==> config.mk <==
export PLATFORM = sky130hd
export DESIGN_NAME = parking_exit_ctrl
export DESIGN_NICKNAME = d
export VERILOG_FILES = /design/src/rtl/parking_pkg.sv /design/src/rtl/seg7_decode.sv /design/src/rtl/parking_exit_ctrl.sv
export SDC_FILE = /design/constraint.sdc
export NUM_CORES = 1
export LEC_CHECK = 0
export CORE_MARGIN = 2
export CORE_UTILIZATION = 45
export CTS_CLUSTER_DIAMETER = 30
export DETAILED_ROUTE_END_ITERATION = 8
export PLACE_DENSITY = 0.77
export SLEW_MARGIN = 15
export SYNTH_ARGS = -nofsm -noshare
export SYNTH_HDL_FRONTEND = slang
export SYNTH_SLANG_ARGS = --single-unit
==> constraint.sdc <==
create_clock -name clk -period 7.4 [get_ports clk]
set_clock_uncertainty 0.15 [all_clocks]
set_input_delay 1.11 -clock clk [delete_from_list [all_inputs] [get_ports clk]]
set_output_delay 1.11 -clock clk [all_outputs]
set_load 0.02 [all_outputs]
==> src/rtl/parking_pkg.sv <==
// Shared definitions for the parking exit controller: FSM states, exit code
// and active-low seven-segment patterns (bit order {g,f,e,d,c,b,a}).
package parking_pkg;

  typedef enum logic [2:0] {
    IDLE      = 3'd0,
    WAIT_CODE = 3'd1,
    WRONG     = 3'd2,
    OPEN      = 3'd3,
    EMPTY_ERR = 3'd4
  } state_t;

  localparam logic [1:0] EXIT_CODE_1 = 2'b10;
  localparam logic [1:0] EXIT_CODE_2 = 2'b01;

  localparam logic [6:0] SEG_0     = 7'b1000000;
  localparam logic [6:0] SEG_1     = 7'b1111001;
  localparam logic [6:0] SEG_2     = 7'b0100100;
  localparam logic [6:0] SEG_3     = 7'b0110000;
  localparam logic [6:0] SEG_4     = 7'b0011001;
  localparam logic [6:0] SEG_5     = 7'b0010010;
  localparam logic [6:0] SEG_6     = 7'b0000010;
  localparam logic [6:0] SEG_7     = 7'b1111000;
  localparam logic [6:0] SEG_8     = 7'b0000000;
  localparam logic [6:0] SEG_9     = 7'b0010000;
  localparam logic [6:0] SEG_BLANK = 7'b1111111;

endpackage

==> src/rtl/seg7_decode.sv <==
// Decimal digit to active-low seven-segment decoder; out-of-range codes
// blank the display.
module seg7_decode
  import parking_pkg::*;
(
  input  logic [3:0] digit_i,
  output logic [6:0] seg_o
);

  always_comb begin
    seg_o = SEG_BLANK;
    case (digit_i)
      4'd0:    seg_o = SEG_0;
      4'd1:    seg_o = SEG_1;
      4'd2:    seg_o = SEG_2;
      4'd3:    seg_o = SEG_3;
      4'd4:    seg_o = SEG_4;
      4'd5:    seg_o = SEG_5;
      4'd6:    seg_o = SEG_6;
      4'd7:    seg_o = SEG_7;
      4'd8:    seg_o = SEG_8;
      4'd9:    seg_o = SEG_9;
      default: seg_o = SEG_BLANK;
    endcase
  end

endmodule

==> src/rtl/parking_exit_ctrl.sv <==
// Exit barrier controller with occupancy tracking and free-slot display.
// Define PARKING_EXIT_HEX_EN to drive HEX_FREE from the seven-segment decoder.
//
// state     | meaning
// IDLE      | barrier down, waiting for a car at the exit
// WAIT_CODE | code-entry window, codes sampled in the last cycle
// WRONG     | wrong code shown, alarm on until a matching code appears
// OPEN      | barrier raised; car counted out in the last cycle
// EMPTY_ERR | exit attempt with an empty lot, alarm until the sensor clears
module parking_exit_ctrl
  import parking_pkg::*;
#(
  parameter int CAPACITY    = 8,
  parameter int WAIT_CYCLES = 3,
  parameter int OPEN_CYCLES = 4
) (
  input  logic       clk,
  input  logic       reset,
  input  logic       sensor_exit,
  input  logic       car_in,
  input  logic [1:0] exit_code_1,
  input  logic [1:0] exit_code_2,
  output logic       GATE_OPEN,
  output logic       ALARM_LED,
  output logic [3:0] occupancy,
  output logic       FULL,
  output logic [6:0] HEX_FREE
);

  localparam logic [3:0] CAP_L     = 4'(CAPACITY);
  localparam logic [3:0] WAIT_LAST = 4'(WAIT_CYCLES - 1);
  localparam logic [3:0] OPEN_LAST = 4'(OPEN_CYCLES - 1);

  state_t     state_q, state_d;
  logic [3:0] cnt_q, cnt_d;
  logic [3:0] occ_q, occ_d;
  logic       gate_q, alarm_q;
  logic       code_ok;
  logic       occ_dec;

  assign code_ok = (exit_code_1 == EXIT_CODE_1) && (exit_code_2 == EXIT_CODE_2);

  always_comb begin
    state_d = state_q;
    occ_dec = 1'b0;
    case (state_q)
      IDLE: begin
        if (sensor_exit) state_d = (occ_q != 4'd0) ? WAIT_CODE : EMPTY_ERR;
      end
      WAIT_CODE: begin
        if (cnt_q == WAIT_LAST) state_d = code_ok ? OPEN : WRONG;
      end
      WRONG: begin
        if (code_ok) state_d = OPEN;
      end
      OPEN: begin
        if (cnt_q == OPEN_LAST) begin
          occ_dec = (occ_q != 4'd0);
          state_d = sensor_exit ? WAIT_CODE : IDLE;
        end
      end
      EMPTY_ERR: begin
        if (!sensor_exit) state_d = IDLE;
      end
      default: state_d = IDLE;
    endcase
  end

  // Counter restarts from zero on every state change, including OPEN -> WAIT_CODE.
  always_comb begin
    cnt_d = 4'd0;
    if ((state_d == state_q) && ((state_q == WAIT_CODE) || (state_q == OPEN)))
      cnt_d = cnt_q + 4'd1;
  end

  // A car arriving as one leaves nets to zero, even when the lot is full.
  always_comb begin
    occ_d = occ_q;
    if (occ_dec && !car_in)
      occ_d = occ_q - 4'd1;
    else if (!occ_dec && car_in && (occ_q != CAP_L))
      occ_d = occ_q + 4'd1;
  end

  always_ff @(posedge clk or posedge reset) begin
    if (reset) begin
      state_q <= IDLE;
      cnt_q   <= 4'd0;
      occ_q   <= 4'd0;
      gate_q  <= 1'b0;
      alarm_q <= 1'b0;
    end else begin
      state_q <= state_d;
      cnt_q   <= cnt_d;
      occ_q   <= occ_d;
      gate_q  <= (state_d == OPEN);
      alarm_q <= (state_d == WRONG) || (state_d == EMPTY_ERR);
    end
  end

  assign GATE_OPEN = gate_q;
  assign ALARM_LED = alarm_q;
  assign occupancy = occ_q;
  assign FULL      = (occ_q == CAP_L);

`ifdef PARKING_EXIT_HEX_EN
  logic [3:0] free_slots;
  assign free_slots = CAP_L - occ_q;

  seg7_decode u_seg7 (
    .digit_i (free_slots),
    .seg_o   (HEX_FREE)
  );
`else
  assign HEX_FREE = SEG_BLANK;
`endif

endmodule

==> impl_metrics.env <==
export IMPL_fmax_mhz=302.4
export IMPL_rows=15
export IMPL_power_switching_mw=0.1609
export IMPL_timing_max_slew_rel_slack=0.4462
export IMPL_portBuffers=14
export IMPL_cp_cell_sequence="clkdlybuf4s50_1 -> or4_4 -> inv_1 -> ha_1 -> a21oi_1 -> nand2_1 -> or3_1 -> o211ai_1"
export IMPL_tritoncts_clock_tree="built"
export IMPL_final_period_utilization=0.4468
export IMPL_worst_hold_slack_ns=0.3333
export IMPL_crit_family="simple AND/OR/NAND/NOR gates"
export IMPL_post_route_cells_drive_above_1_share=0.06542
export IMPL_cts_buffers_inserted=3
export IMPL_worst_path_max_fanout=5
export IMPL_minimum_clock_period_ns=3.306
export IMPL_synth_area_leader_cell="dfrtp_1"
export IMPL_total_routing_usage_reported_by_global_routing=0.1735
export IMPL_fin_util=0.5809
export IMPL_core_area_sq_um=1764
export IMPL_slowest_stage="or4_4"
export IMPL_ios=22
export IMPL_vias=676
export IMPL_fillers=166
export IMPL_final_nets=121
export IMPL_fin_tns_setup_ns=0
export IMPL_grt_first_pass_wirelength_mm=2.663
export IMPL_setup_viol=0
export IMPL_cts_root_buffer="clkbuf_4"
export IMPL_antennaDiodeCount=0
export IMPL_clk_pin_slew_worst_paths_ns=0.07
export IMPL_place_gp_congestion=0.9222
export IMPL_postCtsSetupRepairBufs=0
export IMPL_synth_area_sq_um=860.8
export IMPL_p_clk_frac=0.114
export IMPL_critical_path_buf_inv_count=2
export IMPL_overflow=0
export IMPL_max_cap_violations=0
export IMPL_crit_arrival_ns=3.34
export IMPL_antenna_violating_nets_post_route=0
export IMPL_critical_path_endpoint_type="register"
export IMPL_finalHoldViolations=0
export IMPL_place_hpwl_mm=1.195
export IMPL_post_synth_num_cell_types=37
export IMPL_floorplan_initialDensity=0.4879
export IMPL_synth_ff_latch_count=13
export IMPL_synth_edf_count=0
export IMPL_number_of_global_route_vias_before_repair=642
export IMPL_yosys_top_cells_area="dfrtp_1, buf_4, ha_1"
export IMPL_power_density_nw_per_um2=367.6
export IMPL_yosysMostFrequentCell="dfrtp_1"
export IMPL_synth_top_cell_area_share=0.3779
export IMPL_clock_latency_ns=0.27
export IMPL_grt_setup_unrepaired="no"
export IMPL_drtPass1Iterations=4
export IMPL_drt_total_wl_mm=1.502
export IMPL_avgSynthCellArea_sq_um=9.460
export IMPL_synth_main_ff_cell="dfrtp_1"
export IMPL_cts_htree_levels=1
export IMPL_ys_seq_area_frac=0.3779
export IMPL_hp_class="register to register"
export IMPL_worstSetupStartpointType="input pin"
export IMPL_critical_path_max_stage_delay_ns=0.61
export IMPL_worst_path_required_time_ns=7.43
export IMPL_criticalPathCategory="input pin to register"
export IMPL_power_frac_comb=0.528
export IMPL_floorplan_die_width_microns=47.74
export IMPL_yosysWarnings=0
export IMPL_place_inst=128
export IMPL_drt_drc_violations_left=0
export IMPL_clock_sinks=13
export IMPL_post_cts_resized=0
export IMPL_multi_input_comb_area_sq_um=464.2
export IMPL_power_leakage_nw=0.4711
export IMPL_synth_cells=91
export IMPL_vdd_ir_drop_worst_mv=0.1963
export IMPL_yosys_top_cells_count="dfrtp_1, inv_1, nor2_1, buf_4, a21oi_1"
export IMPL_final_cell_count_no_fill=132
export IMPL_postSynth_asyncResetShare=1.000
export IMPL_timing_worst_slew_pin_value_ns=0.8202
export IMPL_pwr_share_seq=0.358
export IMPL_clock_tree_buffer_depth=2
export IMPL_power_switching_share=0.4272
export IMPL_die_y_microns=47.74
export IMPL_max_slew_violation_count=0
export IMPL_routedWlPerCell_microns=11.38
export IMPL_full_die_area_sq_um=2279
export IMPL_post_drt_via_cell_ratio=5.121
export IMPL_grt_antenna_before_repair=0
export IMPL_status="complete, no violations"
export IMPL_post_route_worst_setup_slack_ns=4.094
export IMPL_power_internal_mw=0.2158
export IMPL_largest_net_degree_at_the_start_of_global_routing=14
export IMPL_hold_buffers=0
export IMPL_synthToLayoutAreaGrowth_pct=19.04
export IMPL_regArea_sq_um=325.3
export IMPL_placement_setup_worst_slack_ns=3.838
export IMPL_drt_first_iter_violations=8
## per-stage QoR
step           total power [mW]  cell area [sq um]
6_report                 0.3767               1025
5_1_grt                  0.4137               1025
4_1_cts                  0.3799               1025
3_5_place_dp             0.3356              998.5
3_3_place_gp             0.3335              998.5
2_1_floorplan            0.2769              883.3
## worst paths after layout
path                       startpoint           end  slack (ns)  cells past startpoint
min in group asynchronous       reset  occupancy[1]        1.00                      2
max                            car_in  occupancy[3]        4.09                      8
min reg2reg                  cnt_q[0]      cnt_q[0]        0.33                      1
max reg2reg                  cnt_q[2]  occupancy[3]        4.60                      8
min                          cnt_q[0]      cnt_q[0]        0.33                      1
max in group asynchronous       reset      cnt_q[2]        5.77                      2
## cell type report
class	instances	share of cell area
Sequential cell	13	0.3175
Timing Repair Buffer	14	0.1368
Inverter	10	0.03663
Tap cell	25	0.03053
Clock buffer	4	0.02564
Multi-Input combinational cell	66	0.4530
## kinds of logic (layout without fill, tap and decap cells)
| family | after synthesis | in the layout | synth area share |
|---|---|---|---|
| AND/OR/NAND/NOR | 27 | 27 | 0.1831 |
| multiplexers | 2 | 2 | 0.02471 |
| XOR/XNOR | 4 | 4 | 0.04071 |
| flip-flops | 13 | 13 | 0.3779 |
| other | 1 | 7 | 0.004356 |
| adder cells (fa/ha/maj) | 5 | 5 | 0.08140 |
| AO/OA/AOI/OAI | 21 | 21 | 0.1788 |
| buffers and inverters | 18 | 28 | 0.1090 |
## placed cells by master (no fill, tap or decap), types with 3 or more instances in the layout
master	count
nor2_1	9
ha_1	4
conb_1	7
clkdlybuf4s50_1	14
xnor2_1	3
a21oi_1	6
inv_1	10
nand3_1	3
dfrtp_1	13
clkbuf_4	3
## flip-flops by register name, indices dropped and copies added (netlist names)
name	cells
ALARM_LED	1
GATE_OPEN	1
cnt_q	4
occupancy	4
state_q	3
## power groups by stage
stage	combinational (mW)	sequential (mW)	clock [mW]
4_1_cts	0.200	0.135	0.0444
3_5_place_dp	0.199	0.136	0
2_1_floorplan	0.135	0.141	0
3_3_place_gp	0.198	0.135	0
6_report	0.199	0.135	0.0429
5_1_grt	0.225	0.141	0.0476
## metal layers
layer | up-vias | global-route usage | share of wire | wire length (microns)
li1 | 342 | - | - | -
met1 | 317 | 0.2048 | 0.48 | 714
met2 | 15 | 0.2907 | 0.48 | 717
met3 | 2 | 0.03396 | 0.035 | 53
met4 | 0 | 0.1027 | 0.011 | 17
met5 | - | 0 | 0 | 0
Note: power is estimated with default switching activity, not from simulation.
